==> src/rtl/mult_sched.sv <==
// Round-robin scheduler sharing one external multiplier among N_REQ requesters.
// Optional statistics counters are enabled by defining MULT_SCHED_STATS_EN.
module mult_sched #(
    parameter int unsigned N_REQ    = 4,
    parameter int unsigned MULT_LAT = 1
) (
    input  logic                          CLK,
    input  logic                          rst_n,
    input  logic                          en,
`ifdef MULT_SCHED_STATS_EN
    input  logic                          stat_clr,
    output logic [31:0]                   stat_issued,
    output logic [31:0]                   stat_stall,
`endif
    input  logic [N_REQ-1:0]              req_valid,
    output logic [N_REQ-1:0]              req_ready,
    input  logic [32*N_REQ-1:0]           req_a,
    input  logic [32*N_REQ-1:0]           req_b,
    output logic [31:0]                   mult_a,
    output logic [31:0]                   mult_b,
    input  logic [63:0]                   mult_c,
    output logic                          resp_valid,
    output logic [$clog2(N_REQ)-1:0]      resp_id,
    output logic [63:0]                   resp_data,
    output logic                          idle
);

    localparam int unsigned DW   = 32;
    localparam int unsigned IDW  = $clog2(N_REQ);
    localparam int unsigned NSTG = MULT_LAT + 1;

    typedef enum logic [1:0] {S_IDLE = 2'd0, S_RUN = 2'd1, S_DRAIN = 2'd2} state_e;

    state_e             state_q, state_d;
    logic               idle_q;
    logic [IDW-1:0]     ptr_q, ptr_d;
    logic [DW-1:0]      a_q, b_q;
    logic [NSTG-1:0]    tag_vld_q;
    logic [IDW-1:0]     tag_id_q [NSTG];

    logic               gnt_vld;
    logic [IDW-1:0]     gnt_idx;
    logic [IDW-1:0]     srch_idx;
    logic [N_REQ-1:0]   ready;
    logic               in_flight;
    logic               remaining;

    // Round-robin search starting at ptr_q; grants only while running and enabled
    always_comb begin
        gnt_vld  = 1'b0;
        gnt_idx  = '0;
        srch_idx = '0;
        if (state_q == S_RUN && en) begin
            for (int unsigned k = 0; k < N_REQ; k++) begin
                srch_idx = IDW'((32'(ptr_q) + k) % N_REQ);
                if (!gnt_vld && req_valid[srch_idx]) begin
                    gnt_vld = 1'b1;
                    gnt_idx = srch_idx;
                end
            end
        end
    end

    always_comb begin
        ready = '0;
        for (int unsigned i = 0; i < N_REQ; i++) begin
            ready[i] = gnt_vld && (gnt_idx == IDW'(i));
        end
    end

    always_comb begin
        ptr_d = ptr_q;
        if (gnt_vld) begin
            ptr_d = (32'(gnt_idx) == N_REQ - 1) ? '0 : IDW'(gnt_idx + IDW'(1));
        end
    end

    assign in_flight = |tag_vld_q;
    // Anything still behind the output stage keeps DRAIN alive
    assign remaining = |tag_vld_q[NSTG-2:0];

    always_comb begin
        state_d = state_q;
        unique case (state_q)
            S_IDLE:  if (en) state_d = S_RUN;
            S_RUN:   if (!en) state_d = in_flight ? S_DRAIN : S_IDLE;
            S_DRAIN: begin
                if (en)              state_d = S_RUN;
                else if (!remaining) state_d = S_IDLE;
            end
            default: state_d = S_IDLE;
        endcase
    end

    always_ff @(posedge CLK or negedge rst_n) begin
        if (!rst_n) begin
            state_q   <= S_IDLE;
            idle_q    <= 1'b1;
            ptr_q     <= '0;
            a_q       <= '0;
            b_q       <= '0;
            tag_vld_q <= '0;
            for (int unsigned s = 0; s < NSTG; s++) tag_id_q[s] <= '0;
        end else begin
            state_q   <= state_d;
            idle_q    <= (state_d == S_IDLE);
            ptr_q     <= ptr_d;
            if (gnt_vld) begin
                a_q <= req_a[DW*32'(gnt_idx) +: DW];
                b_q <= req_b[DW*32'(gnt_idx) +: DW];
            end
            tag_vld_q   <= {tag_vld_q[NSTG-2:0], gnt_vld};
            tag_id_q[0] <= gnt_idx;
            for (int unsigned s = 1; s < NSTG; s++) tag_id_q[s] <= tag_id_q[s-1];
        end
    end

    assign req_ready  = ready;
    assign mult_a     = a_q;
    assign mult_b     = b_q;
    assign resp_valid = tag_vld_q[NSTG-1];
    assign resp_id    = tag_id_q[NSTG-1];
    assign resp_data  = mult_c;
    assign idle       = idle_q;

`ifdef MULT_SCHED_STATS_EN
    logic [31:0] issued_q, stall_q;

    // Clear has priority over counting in the same cycle
    always_ff @(posedge CLK or negedge rst_n) begin
        if (!rst_n) begin
            issued_q <= '0;
            stall_q  <= '0;
        end else if (stat_clr) begin
            issued_q <= '0;
            stall_q  <= '0;
        end else begin
            issued_q <= issued_q + 32'(gnt_vld);
            stall_q  <= stall_q + 32'((|req_valid) && !gnt_vld);
        end
    end

    assign stat_issued = issued_q;
    assign stat_stall  = stall_q;
`endif

endmodule

==> config.mk <==
export PLATFORM = sky130hd
export DESIGN_NAME = mult_sched
export DESIGN_NICKNAME = d
export VERILOG_FILES = /design/src/rtl/mult_sched.sv
export SDC_FILE = /design/constraint.sdc
export NUM_CORES = 1
export LEC_CHECK = 0
export ABC_AREA = 0
export CAP_MARGIN = 20
export CELL_PAD_IN_SITES_DETAIL_PLACEMENT = 1
export CELL_PAD_IN_SITES_GLOBAL_PLACEMENT = 2
export CORE_MARGIN = 4
export CORE_UTILIZATION = 17
export DETAILED_ROUTE_END_ITERATION = 12
export PLACE_DENSITY_LB_ADDON = 0.1
export SYNTH_ARGS = -nofsm -noshare
export SYNTH_HDL_FRONTEND = slang
export SYNTH_SLANG_ARGS = --single-unit
==> constraint.sdc <==
create_clock -name CLK -period 2.75 [get_ports CLK]
set_input_delay 0.4125 -clock CLK [delete_from_list [all_inputs] [get_ports CLK]]
set_output_delay 0.4125 -clock CLK [all_outputs]
set_load 0.1 [all_outputs]
# Yosys cells after proc, flatten, opt, wreduce, memory -nomap -nowiden
# Cells that the tools add are included.
# word_totals
output_inout_bits,136
reg_bits,75
input_bits,327
# op_classes
magnitude_cmp,4
n_reduce_logical,15
mux,28
shifts,2
add_sub_neg,4
eq_ne,5
# ops
op,count
128-bit by 8-bit variable part select with 32-bit output,2
2-bit 2-to-1 mux,11
2-bit by 3-bit less-than comparator with 1-bit output (second input constant),4
1-bit 2-to-1 mux,12
1-bit binary-select mux with 2-bit select,4
1-bit logical AND,8
2-bit equality test (second input constant),3
2-bit logical NOT,3
2-bit case mux with 3 select lines,1
2-bit by 1-bit adder with 2-bit output (second input constant),2
2-bit adder (second input constant),2
2-bit by 1-bit equality test with 1-bit output (second input constant),2
1-bit logical NOT,3
2-bit OR reduction,1

# Logic depth before layout (Yosys ltp)
# Gate-level depths: netlist of the first run.
# depth
depth_word,18
ltp_mapped,9
mapped_depth_nobuf,7

# Worst setup path before layout of the first run
# OpenSTA, ideal clock, no wires.
# synth_path
path_kind,flip-flop to output port
from,reg ptr_q[1]
to,out req_ready[3]
path_slack_ps,-10
required_ps,2338
arrival_ps,2347
path_stages_with_launch,9
cell_sequence,dfrtp_1 -> mux2i_1 -> a2bb2oi_1 -> nand2_1 -> buf_2 -> buf_2 -> nor2_1 -> ha_1 -> and2_1
# synth_via
elab_chain_cells,18
# synth_lines
item,line_no,text
"start, declared",36,"logic [IDW-1:0] ptr_q, ptr_d;"
"start signal, assigned",107,ptr_q <= ptr_d;
1-bit binary-select mux with 2-bit select,56,if (!gnt_vld && req_valid[srch_idx]) begin
1-bit 2-to-1 mux (not written as such),56,
1-bit 2-to-1 mux,56,
1-bit 2-to-1 mux,53,if (state_q == S_RUN && en) begin
1-bit logical NOT,56,
1-bit logical AND,56,
1-bit 2-to-1 mux,56,
1-bit 2-to-1 mux,53,
[... 3 more ...],--,
1-bit 2-to-1 mux,53,
1-bit logical NOT,56,
1-bit logical AND,56,
2-bit 2-to-1 mux (*),56,
2-bit 2-to-1 mux (*),53,
via gnt_idx[0],42,logic [IDW-1:0] gnt_idx;
2-bit equality test (*),67,ready[i] = gnt_vld && (gnt_idx == IDW'(i));
1-bit logical AND (*),67,
"end, declared",16,"output logic [N_REQ-1:0] req_ready,"
# The timed path passes the listed nets; every way through them passes the cells marked *. The select of a mux whose other input is x is not followed.

# Worst setup path after layout of the first run
# layout_path
from,reg ptr_q[1]
to,out req_ready[1]
# layout_via
elab_chain_cells,18
# layout_lines
item,line_no
1-bit binary-select mux with 2-bit select,56
1-bit 2-to-1 mux (not written as such),56
1-bit 2-to-1 mux,56
1-bit 2-to-1 mux,53
1-bit logical NOT,56
1-bit logical AND,56
1-bit 2-to-1 mux,56
1-bit 2-to-1 mux,53
[... 3 more ...],--
1-bit 2-to-1 mux,53
1-bit logical NOT,56
1-bit logical AND,56
2-bit 2-to-1 mux (*),56
2-bit 2-to-1 mux (*),53
via gnt_idx[0],42
2-bit by 1-bit equality test with 1-bit output (*),67
1-bit logical AND (*),67
# Marks and branches as above.

==> results_dict.tcl, run 1 <==
set metrics [dict create \
    status "finished clean" \
    clock_skew_ns 0.007148 \
    setup_viol 0 \
    slowest_delay_ns 0.44 \
    cts_max_level 3 \
    initial_utilization 0.1722 \
    drc_errors 0 \
    fmax_mhz 385.7 \
    syn2layout_area_growth_pct 64.29 \
    critPathMaxFanout 6 \
    drv_cap 0 \
    crit_path_top_delay_cell "dfrtp_1" \
    startpoint_type "register" \
    syn-num-nets 887 \
    maxSlewHeadroom 0.5079 \
    grt_max_degree 76 \
    synthCells 556 \
    place.gp.congestion 0.7574 \
    crit_end "req_ready[1]" \
    r2r_setup_slack_ns 0.49 \
    rr_startpoint "ptr_q[0]$_DFFE_PN0P_" \
    clk_pin_slew_worst_paths_ns 0.07 \
    first_pass_iters 4 \
    worstMarginPinSlew_ns 0.7382 \
    power.density_nw_per_um2 860.6 \
    cts_buffers 9 \
    post_cts_buffers 0 \
    r2r-end "mult_b[3]$_DFFE_PN0P_" \
    synth.cell_area_um2 5603 \
    ant_nets 0 \
    peakVddDrop_mv 0.3111 \
    dpl-instance-area_um2 8905 \
    vias_per_cell 4.297 \
    io_buffers 334 \
    cts_tree "done" \
    r2r_cells 6 \
    ctsResizeCount 0 \
    gr-usage-met3 0.05028 \
    p_leak_nw 3.679 \
    die-area_um2 35930 \
    grtUsageMet1 0.1731 \
    rsz0062_at_grt "false" \
    clkSinkCount 75 \
    use_met2 0.2555 \
    fp.dieW_um 189.5 \
    yosys.area.top_type "dfrtp_1" \
    coreArea_um2 32540 \
    finalCritPeriodShare 0.9427 \
    num_rows 66 \
    synth_top_area_frac 0.3305 \
    fin_area_um2 9205 \
    overflow 0 \
    netlist_top_cells_area "dfrtp_1 (33%), a211oi_2 (19%), mux2i_1 (11%)" \
    grt_usage 0.1470 \
    cts_hold_buffers 0 \
    antenna_found_initial 6 \
    ys_seq_area_frac 0.3352 \
    tns_ns 0 \
    most-common-layout-cells "clkdlybuf4s50_1 (260), a211oi_2 (87), buf_4 (76), dfrtp_1 (74), nor2_1 (71)" \
    crit_start "ptr_q[1]$_DFFE_PN0P_" \
    hold_violations 0 \
    num-nets-final 1134 \
    slew_violations 0 \
    whs_ns 0.08787 \
    synth_cell_type_count 31 \
    drt_wl_total_um 27140 \
    critPathArrivalTime_ns 2.18 \
    yosys_register_bits 75 \
    required_ns 2.34 \
    wire_per_inst_um 21.69 \
    grt_pass1_wl_um 40270 \
    drive_gt1_frac 0.2500 \
    drtIter0Drc 142 \
    grt_pass1_vias 6070 \
    cp-end-kind "output port" \
    ys_warn_count 0 \
    busiest_layer "met2" \
    cts_buffer_depth 2 \
    fillers 3716 \
    final_core_util 0.2829 \
    place_hpwl_um 19940 \
    io_pins 463 \
    clk_latency_ns 0.35 \
    synth.avg_cell_area_um2 10.08 \
    layout_commonest_cell "clkdlybuf4s50_1" \
    path_cells "mux2i_1 > a2bb2oi_4 > nand2_4 > nor2_1 > buf_4 > ha_1 > and2_2 > buf_12" \
    fin_crit_ns 2.592 \
    critPathKind "reg2out" \
    fp.dieH_um 189.5 \
    clockRootBuffer "clkbuf_16" \
    hp-class "in2async" \
    routed-via-count 5375 \
]
-- worst min-delay path by stage --
stage,slack (ns),from,to,depth (start not counted)
after floorplan,0.12,rst_n,mult_a[0]$_DFFE_PN0P_,0
after global placement,0.34,tag_id_q[3]$_DFF_PN0_,resp_id[1]$_DFF_PN0_,0
after detailed placement,0.34,tag_id_q[2]$_DFF_PN0_,resp_id[0]$_DFF_PN0_,0
after CTS,0.11,rst_n,mult_b[26]$_DFFE_PN0P_,2
after global routing,0.12,rst_n,mult_b[26]$_DFFE_PN0P_,2
final,0.09,rst_n,mult_b[26]$_DFFE_PN0P_,2
-- cell type report --
type                            count  area [um2]  area share
Antenna cell                        1       2.502   0.0002718
Multi-Input combinational cell    363        3015      0.3276
Tap cell                          442       553.0     0.06008
Timing Repair Buffer              350        3446      0.3743
Clock inverter                      5       52.55    0.005709
Clock buffer                       11       242.7     0.02637
Sequential cell                    75        1878      0.2040
Inverter                            4       15.01    0.001631
-- per-layer routing --
| layer | up-vias | share of wire |
|---|---|---|
| li1 | 2472 | - |
| met1 | 2593 | 0.41 |
| met5 | - | 0.0022 |
| met4 | 10 | 0.017 |
| met2 | 246 | 0.49 |
| met3 | 54 | 0.082 |
-- cells in the mapped netlist --
cell type and number:
a211oi_1 40, a211oi_2 87, a21boi_0 1, a21o_1 2, a21oi_1 3, a2bb2oi_1 1
a311oi_1 1, a31o_1 1, and2_1 5, and3_1 64, and3b_1 1, buf_2 24
buf_4 71, buf_6 2, clkbuf_1 17, dfrtp_1 74, dfstp_2 1, ha_1 4
inv_1 3, inv_2 1, mux2i_1 64, nand2_1 4, nand2b_1 2, nand3_1 1
nand3b_1 3, nor2_1 72, nor2_8 1, nor2b_1 1, o21ai_0 3, o21ai_1 1
o2bb2ai_2 1
-- worst max-delay path, delay by kind of cell (launching register included) --
| kind | cells | cell delay (ns) |
|---|---|---|
| AO/OA/AOI/OAI | 1 | 0.12 |
| adder cells (fa/ha/maj) | 1 | 0.19 |
| buffers and inverters | 2 | 0.31 |
| flip-flops | 1 | 0.44 |
| multiplexers | 1 | 0.42 |
| AND/OR/NAND/NOR | 3 | 0.33 |
-- state kept, by name, summed over array words and instances, names as in the netlist --
| register | flops |
|---|---|
| tag_vld_q | 2 |
| resp_id | 2 |
| ptr_q | 2 |
| idle | 1 |
| mult_b | 32 |
| mult_a | 32 |
| state_q | 2 |
| tag_id_q | 2 |
-- per-stage QoR --
stage,setup WS (ns),instances,total power [mW]
final,0.1576,1251,7.922
after global routing,0.01853,1251,8.310
after CTS,0.06892,1250,8.084
after detailed placement,0.07097,1234,6.770
after global placement,0.1307,1234,6.728
after floorplan,0.01419,556,5.668
-- power breakdown --
| part | switching, mW | internal (mW) | leakage, nW | total (mW) |
|---|---|---|---|---|
| combinational | 3.65 | 1.36 | 2.69 | 5.01 |
| sequential | 0.213 | 1.44 | 0.846 | 1.66 |
| clock | 0.532 | 0.725 | 0.145 | 1.26 |
| total | 4.39 | 3.53 | 3.68 | 7.92 |
-- cells by family after synthesis --
| kind of cell | Yosys count | share of synthesized area |
|---|---|---|
| fa+ha+maj | 4 | 0.008933 |
| simple gates | 154 | 0.1414 |
| mux | 64 | 0.1143 |
| flops | 75 | 0.3352 |
| buf+inv | 118 | 0.1347 |
| compound gates | 141 | 0.2655 |
Note: power is estimated with default switching activity, not from simulation.
==> inputs of run 2 (changes only) <==
Settings changed: CORE_MARGIN 4 to 8, CTS_CLUSTER_DIAMETER set to 120.
==> run 2 against run 1 <==
  * Setup slack got worse by 0.044 ns
  * Hold slack got worse by 0.039 ns
  * First-iteration DRC count shrank 14%
  * Combinational power barely moved
  * Die area is 8.6% higher
  * Total power increased by 1.2%
  * Final cell count is 0.24% higher
  * Sequential share of layout area down 0.058 points
  * Count of clock-buffer cells in the layout is 3 higher
==> results_dict.tcl, run 2 (synthesized netlist as in run 1, its figures left out) <==
set metrics [dict create \
    status "finished clean" \
    layout_commonest_cell "clkdlybuf4s50_1" \
    coreArea_um2 32540 \
    hp-class "in2async" \
    num-nets-final 1138 \
    fp.dieH_um 197.5 \
    place.gp.congestion 0.8217 \
    setup_viol 0 \
    most-common-layout-cells "clkdlybuf4s50_1 (260), a211oi_2 (87), buf_4 (82), dfrtp_1 (73), nor2_1 (71)" \
    cts_max_level 3 \
    overflow 0 \
    fillers 3751 \
    fmax_mhz 379.4 \
    rsz0062_at_grt "false" \
    vias_per_cell 4.313 \
    place_hpwl_um 22180 \
    drt_wl_total_um 29200 \
    fp.dieW_um 197.5 \
    syn2layout_area_growth_pct 64.87 \
    critPathKind "in2out" \
    die-area_um2 39020 \
    cts_buffer_depth 2 \
    peakVddDrop_mv 0.3969 \
    routed-via-count 5409 \
    cts_buffers 9 \
    drive_gt1_frac 0.2565 \
    clk_latency_ns 0.35 \
    critPathMaxFanout 4 \
    clock_skew_ns 0.002787 \
    initial_utilization 0.1722 \
    io_pins 463 \
    required_ns 2.34 \
    first_pass_iters 4 \
    grt_pass1_vias 6171 \
    drtIter0Drc 122 \
    finalCritPeriodShare 0.9585 \
    setup_slack_ns 0.1140 \
    fin_crit_ns 2.636 \
    hold_violations 0 \
    ant_nets 0 \
    startpoint_type "primary input" \
    critPathArrivalTime_ns 2.22 \
    antenna_found_initial 1 \
    grt_max_degree 66 \
    maxSlewHeadroom 0.5010 \
    grt_pass1_wl_um 42550 \
    wire_per_inst_um 23.29 \
    dp_slack_ns 0.01230 \
    p_leak_nw 3.702 \
    slew_violations 0 \
    power.density_nw_per_um2 867.6 \
    grt_usage 0.1453 \
    drv_cap 0 \
    clockRootBuffer "clkbuf_16" \
    clk_pin_slew_worst_paths_ns 0.06 \
    dp.cells 1236 \
    worstMarginPinSlew_ns 0.7486 \
    cts_tree "done" \
    drc_errors 0 \
    tns_ns 0 \
    num_rows 66 \
    io_buffers 334 \
    final_cells 1254 \
    cp-end-kind "output port" \
    clkSinkCount 75 \
]
[run 2: final timing paths]
check,from,slack [ns],end,cells after the start
worst max-delay path,req_valid[0],0.11,req_ready[3],8
worst min-delay path,rst_n,0.05,mult_b[10]$_DFFE_PN0P_,1
worst max register to register,ptr_q[1]$_DFFE_PN0P_,0.54,mult_b[31]$_DFFE_PN0P_,6
worst min register to register,tag_id_q[3]$_DFF_PN0_,0.35,resp_id[1]$_DFF_PN0_,0
max in group asynchronous,rst_n,1.99,mult_b[17]$_DFFE_PN0P_,2
min in group CLK,tag_id_q[3]$_DFF_PN0_,0.35,resp_id[1]$_DFF_PN0_,0
[run 2: layer usage]
layer / vias up / GRT usage / routed length (um)
li1: 2481 / - / -
met1: 2629 / 0.1768 / 12710
met2: 248 / 0.2388 / 13580
met3: 49 / 0.04634 / 2297
met4: 2 / 0.05061 / 595
met5: - / 0 / 12
[run 2: layout make-up]
type                    instances  area, um2  share of cell area
multi-input cells             363       3023              0.3272
diodes                          1      2.502           0.0002709
repair buffers                354       3451              0.3736
well taps                     442      553.0             0.05987
clock buffers                  14      284.0             0.03075
clock inverters                 1      30.03            0.003251
flip-flops and latches         75       1879              0.2034
inverters                       4      15.01            0.001625
[run 2: timing repair]
| item | CTS | global route |
|---|---|---|
| buffers inserted | 0 | 2 |
| hold buffers | 0 | 0 |
| gates resized for setup | 0 | 4 |
| setup endpoints to repair | 0 | 4 |
[run 2: metrics by stage]
step                total power, mW  instance area, um2    util  hold slack, ns
floorplan                     5.668                5605       -          0.1169
global placement              6.747                8895  0.2734          0.3352
detailed placement            6.803                8895  0.2734          0.3381
CTS                           8.158                9209  0.2830         0.06097
global route                  8.401                9235  0.2838         0.06574
finish                        8.015                9238  0.2839         0.04904
[run 2: critical path, cell delays in order]
cell and delay [ns]:
clkdlybuf4s50_1 0.64, nor2_1 0.08, a21o_1 0.23, nor2_1 0.21, buf_4 0.15, ha_1 0.15, and2_2 0.17, buf_12 0.17
[run 2: where the power goes]
group	internal [mW]	switching, mW
sequential	1.45	0.229
clock	0.799	0.507
combinational	1.36	3.68
total	3.60	4.41
==> inputs of run 3 (changes only) <==
Settings changed: ABC_AREA 0 to 1, CORE_UTILIZATION 17 to 15, GPL_ROUTABILITY_DRIVEN set to 0.
==> run 3 against run 2 <==
  * Hold slack worse by 0.033 ns
  * Synthesized cell count is 59% higher
  * Final cell count is 31% higher
  * Die area is 15% higher
  * First-iteration DRC count is 100% higher
  * Register-to-register slack worse by 0.26 ns
==> results_dict.tcl, run 3 <==
set metrics [dict create \
    clkSinkCount 75 \
    synth_top_area_frac 0.3220 \
    fp.dieW_um 211.8 \
    clock_skew_ns 0.007384 \
    slew_violations 0 \
    routed-via-count 6935 \
    finalCritPeriodShare 0.9692 \
    drv_cap 0 \
    io_pins 463 \
    coreArea_um2 37760 \
    worst_path_most_repeated_cell "nand2_2" \
    drc_errors 0 \
    fin_area_um2 9633 \
    maxSlewHeadroom 0.6877 \
    grt_pass1_vias 7462 \
    drtIter0Drc 248 \
    place_hpwl_um 24440 \
    drive_gt1_frac 0.1393 \
    netlist_top_cells_area "dfrtp_1 (32%), nand3_1 (29%), nand2_1 (19%)" \
    r2r_setup_slack_ns 0.28 \
    synth_compound_area_frac 0.004134 \
    vias_per_cell 4.211 \
    cts_buffer_depth 2 \
    clk_latency_ns 0.35 \
    status "finished clean" \
    cp-end-kind "output port" \
    synthCells 884 \
    syn2layout_area_growth_pct 67.52 \
    worstMarginPinSlew_ns 0.4684 \
    grt_max_degree 70 \
    fp.dieH_um 211.8 \
    wire_per_inst_um 20.95 \
    slowest_delay_ns 0.48 \
    synth-edff-count 0 \
    cts_tree "done" \
    ys_seq_area_frac 0.3266 \
    dpl-instance-area_um2 9082 \
    power.internal_mw 4.422 \
    crit_buf_inv 4 \
    clockRootBuffer "clkbuf_16" \
    grt_pass1_wl_um 49720 \
    num-nets-final 1460 \
    grt_usage 0.1457 \
    peakVddDrop_mv 0.4828 \
    power.density_nw_per_um2 1199 \
    ys_warn_count 0 \
    fmax_mhz 375.2 \
    power.switching_mw 7.130 \
    synthSimpleGateAreaFrac 0.4943 \
    swShare 0.6172 \
    cts_hold_buffers 0 \
    rsz0062_at_grt "true" \
    initial_utilization 0.1523 \
    yosysMostFrequentCell "nand3_1" \
    antenna_found_initial 3 \
    r2r_cells 17 \
    r2r-end "mult_a[9]$_DFFE_PN0P_" \
    overflow 0 \
    critPathArrivalTime_ns 2.25 \
    layout_commonest_cell "nand3_1" \
    yosys.area.top_type "dfrtp_1" \
    syn-num-nets 1215 \
    yosys_register_bits 75 \
    comb_power_share 0.729 \
    ant_nets 0 \
    yosys_most_used_dff "dfrtp_1" \
    setup_viol 0 \
    synthAdderAreaFrac 0.008703 \
    required_ns 2.34 \
    synth_mux_area_frac 0 \
    die-area_um2 44860 \
    synth_cell_type_count 20 \
    path_cells "clkinvlp_4 > nand2_2 > nand2_2 > nand2_2 > nand2_2 > nor2_4 > nand3_2 > nand2_4 > clkinv_4 > nand2_8 > ha_1 > inv_1 > nor2_4 > buf_12" \
    async_reset_ff_frac 1.000 \
    seqPwrFrac 0.164 \
    p_leak_nw 4.379 \
    num_rows 71 \
    drt_wl_total_um 34510 \
    most-common-layout-cells "nand3_1 (326), nand2_1 (285), clkdlybuf4s50_1 (261), buf_4 (90), dfrtp_1 (73)" \
    critPathMaxFanout 6 \
    cts_max_level 3 \
    synth_top_family_by_area "simple AND/OR/NAND/NOR gates" \
    io_buffers 334 \
    power.share.clock 0.108 \
    final_core_util 0.2551 \
    clk_pin_slew_worst_paths_ns 0.06 \
    synthXorXnorAreaFrac 0 \
    synth.cell_area_um2 5751 \
    first_pass_iters 4 \
    rr_startpoint "ptr_q[0]$_DFFE_PN0P_" \
    cts_buffers 9 \
    synth_common_cells "nand3_1 (329), nand2_1 (297), buf_4 (79)" \
    hold_violations 0 \
    synth.avg_cell_area_um2 6.505 \
    fin_crit_ns 2.665 \
    critPathTopFamily "simple AND/OR/NAND/NOR gates" \
    critPathKind "reg2out" \
    startpoint_type "register" \
    crit_path_top_delay_cell "dfrtp_2" \
    hp-class "in2async" \
]
==> run 3: changes by cell type after synthesis, sizes merged, moves of 3 or more <==
cell,before,now
buf,97,127
nand3b,3,0
nor2,73,12
clkbuf,17,10
and2,5,0
mux2i,64,0
nand3,1,330
inv,4,22
a211oi,127,0
nand2,4,300
and3,64,0
==> run 3: repair_timing <==
item | CTS | global route
pin swaps | 4 | 8
resized for setup | 10 | 18
buffers inserted | 6 | 9
endpoints found under the setup margin | 4 | 4
cloned | 1 | 2
==> run 3: area by class of cell <==
| class | instances | area, um2 |
|---|---|---|
| Fill cell | 4598 | 28120 |
| Timing Repair Buffer | 370 | 3677 |
| Multi-Input combinational cell | 650 | 3040 |
| Sequential cell | 75 | 1879 |
| Tap cell | 511 | 639.4 |
| Clock buffer | 14 | 254.0 |
| Inverter | 22 | 95.09 |
| Clock inverter | 2 | 35.03 |
| Timing Repair inverter | 1 | 7.507 |
| Antenna cell | 2 | 5.005 |
==> run 3: worst max-delay path by stage <==
| stage | from | end | cells after the start |
|---|---|---|---|
| 5_1_grt | ptr_q[0]$_DFFE_PN0P_ | req_ready[2] | 14 |
| 4_1_cts | ptr_q[0]$_DFFE_PN0P_ | req_ready[2] | 14 |
| 2_1_floorplan | ptr_q[0]$_DFFE_PN0P_ | req_ready[1] | 17 |
| 3_3_place_gp | req_valid[3] | req_ready[3] | 14 |
| 6_report | ptr_q[0]$_DFFE_PN0P_ | req_ready[2] | 14 |
| 3_5_place_dp | req_valid[3] | req_ready[3] | 14 |
==> run 3: metrics by stage <==
stage / worst slack [ns] / hold WS [ns] / total power [mW] / TNS [ns] / std cells
4_1_cts: -0.006438 / 0.01837 / 11.61 / -0.01163 / 1634
6_report: 0.08463 / 0.01574 / 11.55 / 0 / 1647
2_1_floorplan: 0.05048 / 0.1169 / 8.029 / 0 / 884
5_1_grt: -0.08678 / 0.03994 / 12.29 / -0.2926 / 1645
3_5_place_dp: 0.006440 / 0.3370 / 10.18 / 0 / 1611
3_3_place_gp: 0.02765 / 0.3326 / 10.18 / 0 / 1611
==> run 3: metal layers <==
| metal | up-vias | wire (um) | track usage |
|---|---|---|---|
| li1 | 3339 | - | - |
| met1 | 3308 | 14980 | 0.1818 |
| met2 | 266 | 16050 | 0.2352 |
| met3 | 20 | 3195 | 0.06182 |
| met4 | 2 | 274 | 0.02301 |
| met5 | - | 9 | 0 |
==> run 3: power by group through the flow <==
stage / combinational [mW] / clock (mW) / sequential, mW
after floorplan: 2.90 / 0 / 5.12
after global placement: 8.28 / 0 / 1.90
after detailed placement: 8.27 / 0 / 1.91
after CTS: 8.39 / 1.32 / 1.90
after global routing: 8.99 / 1.35 / 1.96
final: 8.42 / 1.25 / 1.89
==> run 3: cell families after synthesis <==
| logic type | Yosys count |
|---|---|
| adder cells (fa/ha/maj) | 4 |
| buffers and inverters | 159 |
| AND/OR/NAND/NOR | 642 |
| AO/OA/AOI/OAI | 4 |
| flip-flops | 75 |
